<file path="config.mk">
export PLATFORM = sky130hd
export DESIGN_NAME = shift_tx_piso_flat
export DESIGN_NICKNAME = d
export VERILOG_FILES = /design/src/rtl/shift_link_pkg.sv /design/src/rtl/shift_tx_piso_if.sv /design/src/rtl/piso_bit_counter.sv /design/src/rtl/shift_tx_piso.sv /design/src/flat_wrapper.sv
export SDC_FILE = /design/constraint.sdc
export NUM_CORES = 1
export LEC_CHECK = 0
export ABC_AREA = 1
export CORE_AREA = 2 2 39 41
export DETAILED_ROUTE_END_ITERATION = 12
export DIE_AREA = 0 0 41 43
export MAX_ROUTING_LAYER = met4
export PLACE_DENSITY = 0.5
export SKIP_CTS_REPAIR_TIMING = 1
export SYNTH_ARGS = -nofsm -noshare
export SYNTH_HDL_FRONTEND = slang
export SYNTH_SLANG_ARGS = --single-unit
</file>
<file path="constraint.sdc">
create_clock -name CLK -period 3 [get_ports CLK]
set_clock_uncertainty 0.1 [all_clocks]
set_input_delay 0.3 -clock CLK [delete_from_list [all_inputs] [get_ports CLK]]
set_output_delay 0.3 -clock CLK [all_outputs]
set_load 0.02 [all_outputs]
</file>
<file path="src/rtl/shift_link_pkg.sv">
// Shared definitions for the 4-bit right-shift serial link: state encoding,
// default link width and the bit-counter width helper.
package shift_link_pkg;

    typedef enum logic {
        ST_IDLE  = 1'b0,
        ST_SHIFT = 1'b1
    } state_t;

    localparam int LINK_WIDTH = 4;

    // A one-bit counter is the floor so WIDTH=2 still gets a usable register.
    function automatic int cnt_width(input int width);
        return (width > 2) ? $clog2(width) : 1;
    endfunction

endpackage

</file>
<file path="src/rtl/shift_tx_piso_if.sv">
// Word-load handshake and serial-line signals of the PISO transmitter.
// The word source holds the master side; the transmitter holds the slave side.
interface shift_tx_piso_if
    import shift_link_pkg::*;
#(
    parameter int WIDTH = LINK_WIDTH
);

    logic [WIDTH-1:0] D;
    logic             LOAD;
    logic             READY;
    logic             Dout;
    logic             VALID;
    logic             DONE;

    modport master (
        output D,
        output LOAD,
        input  READY,
        input  Dout,
        input  VALID,
        input  DONE
    );

    modport slave (
        input  D,
        input  LOAD,
        output READY,
        output Dout,
        output VALID,
        output DONE
    );

endinterface

</file>
<file path="src/rtl/piso_bit_counter.sv">
// Bit-position counter for the transmitter: counts shifts within a frame,
// saturates at WIDTH-1 and flags the last bit.
module piso_bit_counter
    import shift_link_pkg::*;
#(
    parameter int WIDTH = LINK_WIDTH,
    parameter int CW    = cnt_width(WIDTH)
) (
    input  logic clk,
    input  logic rst,
    input  logic clear,
    input  logic en,
    output logic last
);

    logic [CW-1:0] cnt;

    assign last = (cnt == CW'(WIDTH - 1));

    // NOTE: registered state uses non-blocking assignments so every flop
    // samples the pre-edge value of its neighbours, independent of block order.
    always_ff @(posedge clk) begin
        if (rst) begin
            cnt <= '0;
        end else if (clear) begin
            cnt <= '0;
        end else if (en && !last) begin
            cnt <= cnt + CW'(1);
        end
    end

endmodule

</file>
<file path="src/rtl/shift_tx_piso.sv">
// Parallel-in/serial-out transmitter: captures a WIDTH-bit word on LOAD&&READY
// and sends it LSB-first on Dout with VALID, pulsing DONE on the last bit.
module shift_tx_piso
    import shift_link_pkg::*;
#(
    parameter int WIDTH = LINK_WIDTH
) (
    input  logic                  CLK,
    input  logic                  RST,
    shift_tx_piso_if.slave        bus
);

    state_t           state;
    state_t           state_nxt;
    logic [WIDTH-1:0] sreg;
    logic             last;
    logic             accept;
    logic             ready;
    logic             valid;
    logic             dout;
    logic             done;

    piso_bit_counter #(
        .WIDTH (WIDTH)
    ) u_cnt (
        .clk   (CLK),
        .rst   (RST),
        .clear (accept),
        .en    (state == ST_SHIFT),
        .last  (last)
    );

    always_ff @(posedge CLK) begin
        if (RST) begin
            state <= ST_IDLE;
        end else begin
            state <= state_nxt;
        end
    end

    // Outputs decode only registered state; LOAD steers just the next state.
    // NOTE: every always_comb output gets a default first so no path infers a latch.
    always_comb begin
        state_nxt = state;
        accept    = 1'b0;
        ready     = 1'b1;
        valid     = 1'b0;
        dout      = 1'b0;
        done      = 1'b0;
        case (state)
            ST_IDLE: begin
                accept = bus.LOAD;
                if (bus.LOAD) begin
                    state_nxt = ST_SHIFT;
                end
            end
            ST_SHIFT: begin
                valid = 1'b1;
                dout  = sreg[0];
                ready = last;
                done  = last;
                if (last) begin
                    accept    = bus.LOAD;
                    state_nxt = bus.LOAD ? ST_SHIFT : ST_IDLE;
                end
            end
            default: begin
                state_nxt = ST_IDLE;
            end
        endcase
    end

    // D is captured only on the accepting edge; the frame in flight is immune to D.
    always_ff @(posedge CLK) begin
        if (RST) begin
            sreg <= '0;
        end else if (accept) begin
            sreg <= bus.D;
        end else if (state == ST_SHIFT) begin
            sreg <= sreg >> 1;
        end
    end

    assign bus.READY = ready;
    assign bus.VALID = valid;
    assign bus.Dout  = dout;
    assign bus.DONE  = done;

endmodule
</file>
<file path="src/flat_wrapper.sv">
// flat-port wrapper written by rule: the top's interface ports become plain ports
module shift_tx_piso_flat import shift_link_pkg::*;
#(
    parameter int WIDTH = LINK_WIDTH
)
  (CLK, RST, bus_D, bus_LOAD, bus_READY, bus_Dout, bus_VALID, bus_DONE);
  shift_tx_piso_if #(.WIDTH(WIDTH)) bus_i ();
  input  logic CLK;
  input  logic RST;
  input wire logic [$bits(bus_i.D)-1:0] bus_D;
  input wire logic [$bits(bus_i.LOAD)-1:0] bus_LOAD;
  output wire logic [$bits(bus_i.READY)-1:0] bus_READY;
  output wire logic [$bits(bus_i.Dout)-1:0] bus_Dout;
  output wire logic [$bits(bus_i.VALID)-1:0] bus_VALID;
  output wire logic [$bits(bus_i.DONE)-1:0] bus_DONE;
  assign bus_i.D = bus_D;
  assign bus_i.LOAD = bus_LOAD;
  assign bus_READY = bus_i.READY;
  assign bus_Dout = bus_i.Dout;
  assign bus_VALID = bus_i.VALID;
  assign bus_DONE = bus_i.DONE;
  shift_tx_piso #(.WIDTH(WIDTH)) u_core (.CLK(CLK), .RST(RST), .bus(bus_i));
endmodule
</file>
; ---- Yosys cells after proc, flatten, opt, wreduce, memory -nomap -nowiden
; Index checks and enable logic that the tools add are counted.
[totals]
ff_bits = 7
input_bits = 7
out_inout_bits = 4
wordCells = 21
[classes]
n_addsub = 1
eq_ne = 1
muxes = 11
n_bitwise = 1
n_reduce_logical = 4
[op_table]
columns = operator, count
row1 = 4-bit two-way mux, 2
row2 = 1-bit two-way mux, 7
row3 = 1-bit one-hot mux with 2 select lines, 2
row4 = "2-bit by 1-bit adder with 2-bit output, second input constant", 1
row5 = "2-bit == test, second input constant", 1
row6 = 2-bit nonzero test, 1
row7 = 2-bit OR reduction, 1
row8 = 1-bit logical AND, 1
row9 = 1-bit logical NOT, 1
row10 = 1-bit NOT, 1

; ---- Depth between registers and ports, before layout
[logic_depth]
word_depth = 4
depth_mapped = 8
mapped_depth_nobuf = 8

; ---- By module
; From an unflattened synthesis, not the netlist that was laid out.
[hier_totals]
cells_unflattened = 61
area_unflattened_um2 = 371.6
[modules_own_cells]
columns = module, n_inst, cells_per_inst, area_each_um2, seq_area_each_um2
row1 = shift_tx_piso, 1, 45, 265.3, 100.1
row2 = piso_bit_counter, 1, 16, 106.4, 40.0

; ---- Worst setup path before layout
; No wires, ideal clock.
[synth_path]
kind = register -> output
startpoint = register u_core.state
endpoint = output port bus_DONE
t_arrival_ps = 795
required_time_ps = 2600
setup_slack_ps = 1805
stages_incl_launch_ff = 3
path_buffers = 0
cell_sequence = dfxtp_1 > nand2_1 > inv_1
[synth_between]
elab_chain_cells = 1
[synth_lines]
columns = item, line_no
row1 = start: declaration, shift_tx_piso.sv:13  ; state_t state;
row2 = start signal: assignment, shift_tx_piso.sv:37  ; state <= state_nxt;
row3 = 1-bit two-way mux, shift_tx_piso.sv:50  ; case (state)
row4 = end: declaration, flat_wrapper.sv:15  ; output wire logic [$bits(bus_i.DONE)-1:0] bus_DONE;
; No other way between the ends.

; ---- Worst setup path after layout
[layout_path]
startpoint = register u_core.u_cnt.cnt[0]
endpoint = output port bus_READY
[layout_between]
elab_chain_cells = 2
[layout_lines]
columns = item, line_no
row1 = start: declaration, piso_bit_counter.sv:16  ; logic [CW-1:0] cnt;
row2 = start signal: assignment, piso_bit_counter.sv:28  ; cnt <= cnt + CW'(1);
row3 = 2-bit == test, piso_bit_counter.sv:18  ; assign last = (cnt == CW'(WIDTH - 1));
row4 = 1-bit two-way mux, shift_tx_piso.sv:50
row5 = end: declaration, flat_wrapper.sv:12  ; output wire logic [$bits(bus_i.READY)-1:0] bus_READY;
; No other way between the ends.

==> reports/metrics.cfg <==
[route]
drt_iter0_markers = 12
ant_nets = 0
met2RoutedLength_um = 367
met3_length_um = 43
routed_wl_um = 788
wl_met1_um = 362
first_pass_iters = 4
viasPerCell = 4.28
drc_errors = 0
num_vias = 342
top_layer_used = met4
drt-wirelength-per-cell_um = 9.85

[critical_path]
crit_type = register to primary output
cp.required_ns = 2.60
critPathSlowestCell = clkdlybuf4s50_1
crit_fanout = 9
path_cells = ha_1, inv_1, nand2_4, clkdlybuf4s50_1
cp.buffers_inverters = 2
r2r_cells = 8
cp_data_arrival_time_ns = 1.58
rr_endpoint = u_core.sreg[2]
ff2ff_setup_slack_ns = 1.73
slowest_delay_ns = 0.61
endpoint_kind = primary output
critical_path.top_delay_family = buffers and inverters
start_kind = register
rr_startpoint = u_core.u_cnt.cnt[0]

[placement]
pre_cts_slack_ns = 1.30
placement.io_buffers = 10
hpwl_um = 574
gp_congestion = 0.826

[die]
dieArea_um2 = 1760
rows = 14
core_um2 = 1380
dieHeight_um = 43
dieWidth_um = 41
start_util_pct = 25.5
pin_count = 11

[clock_tree]
cts.sinks = 7
clock_latency_ns = 0.25
numCtsBuffers = 3
htreeDepth = 1
cts_tree = done
cts-root-buf = clkbuf_4
clk_pin_slew_worst_paths_ns = 0.05
clock_path_buffers = 2

[timing]
slew_violations = 0
fin_hold_ws_ns = 0.366
maxSlewHeadroom_pct = 79.0
worstMarginPinSlew_ns = 0.315
finalCritPeriodShare_pct = 66.1
clock.fmax_ghz = 0.505
period_minus_slack_ns = 1.98
setup_viol = 0
rsz0062_at_grt = false
finalHoldViolations = 0
setup_ws_ns = 1.02
setup_tns_ns = 0

[outcome]
status = finished, final reports clean

[global_routing]
grt_pass1_wl_um = 1340
grt_pass1_vias = 310
antenna_found_initial = 0
grt_max_degree = 10
grt_overflow = 0
grt_use_total_pct = 11.9

[cells_and_area]
nFillCells = 146
num-nets-final = 73
drive_gt1_share_pct = 14.1
synthToLayoutAreaGrowth_pct = 41.5
num_antenna_cells = 0

[pwr]
p_leak_nw = 0.230
power_frac_clock_pct = 37.0
ir_drop_uv = 172
swShare_pct = 26.6
p_int_mw = 0.170
power_mw = 0.232
pwr-share-seq_pct = 44.9
p_sw_mw = 0.0619
power_per_cell_area_nw_per_um2 = 465
p_comb_share_pct = 18.1

[yosys]
yosysSeqAreaShare_pct = 39.7
netlist_area_um2 = 353
syn-num-nets = 58
netlist-cell-type-count = 14
postSynthCellCount = 50
yosys_warnings = 0
syn_area_per_cell_um2 = 7.06
synth-seq-cells = 7

[min_path]
hp-class = register to register
hold_end = u_core.sreg[0]
min_path_cells = 2
hp-start = u_core.sreg[0]

[flow_run]
drv_cap = 0

registers in the layout (all words and copies together) (netlist names):
signal,cells
u_core.sreg,4
u_core.state,1
u_core.u_cnt.cnt,2
cell families (layout without fill, tap and decap cells):
group,Yosys count,after routing,synth area share [%]
AND/OR/NAND/NOR,28,28,37.6
buffers and inverters,8,22,8.51
flip-flops,7,7,39.7
AO/OA/AOI/OAI,5,5,8.16
adder cells (fa/ha/maj),1,1,3.55
XOR/XNOR,1,1,2.48
tightest hold or removal path: cells and delay by family, from the launching register on:
kind / cells / cell delay (ns)
AOI/OAI and AO/OA: 1 / 0.06
DFF: 1 / 0.31
and+or+nand+nor: 1 / 0.06
power groups by stage:
stage	sequential (mW)	combinational (mW)	clock, mW
2_1_floorplan	0.106	0.0219	0
3_3_place_gp	0.106	0.0416	0
3_5_place_dp	0.106	0.0417	0
4_1_cts	0.104	0.0421	0.0882
5_1_grt	0.105	0.0471	0.0967
6_report	0.104	0.0421	0.0859
cell type report:
| type | instances | area (µm²) | share of cell area (%) |
|---|---|---|---|
| multi-input cells | 35 | 183 | 36.6 |
| flip-flops and latches | 7 | 140 | 28.1 |
| repair buffers | 10 | 100 | 20.1 |
| inverters | 8 | 30.0 | 6.02 |
| clock buffers | 4 | 26.3 | 5.26 |
| well taps | 16 | 20.0 | 4.01 |
cells in the mapped netlist, drive strengths merged:
library cell / count / area, µm²
nand3: 4 / 20.0
ha: 1 / 12.5
dfxtp: 7 / 140
nand3b: 2 / 15.0
nand2: 19 / 81.3
xor2: 1 / 8.76
inv: 8 / 30.0
nor2: 3 / 16.3
a21oi: 5 / 28.8
cell usage in the layout (no fill, tap or decap):
cell             netlist  layout
clkbuf_4               0       3
nand3b_1               2       2
clkbuf_1               0       1
nor2_1                 1       1
nand2_4                1       1
a21oi_2                1       1
a21oi_1                4       4
xor2_1                 1       1
inv_2                  1       1
inv_1                  7       7
nor2_2                 2       2
nand2_2                1       1
nand2_1               17      17
clkdlybuf4s50_1        0      10
ha_1                   1       1
nand3_1                4       4
dfxtp_1                7       7
through the flow:
stage                     utilization [%]  area [µm²]  cells
after floorplan                         -         353     50
after global routing                 36.1         499     80
after global placement               34.2         473     76
after detailed placement             34.2         473     76
after CTS                            36.1         499     80
final                                36.1         499     80
routing by layer:
layer | vias up | GRT usage, %
met4 | 0 | 6.00
met2 | 12 | 15.0
met3 | 2 | 6.28
met1 | 147 | 14.9
li1 | 181 | -
met5 | - | -
worst max path at each step:
stage | start | endpoint | slack (ns) | cells past startpoint
final | u_core.u_cnt.cnt[0] | bus_READY | 1.02 | 4
after global routing | u_core.u_cnt.cnt[0] | bus_READY | 0.92 | 4
after floorplan | u_core.state | bus_DONE | 1.81 | 2
after detailed placement | u_core.u_cnt.cnt[0] | bus_READY | 1.30 | 4
after CTS | u_core.u_cnt.cnt[0] | bus_READY | 1.01 | 4
after global placement | u_core.u_cnt.cnt[0] | bus_READY | 1.32 | 4
(Power assumes the default switching activity.)
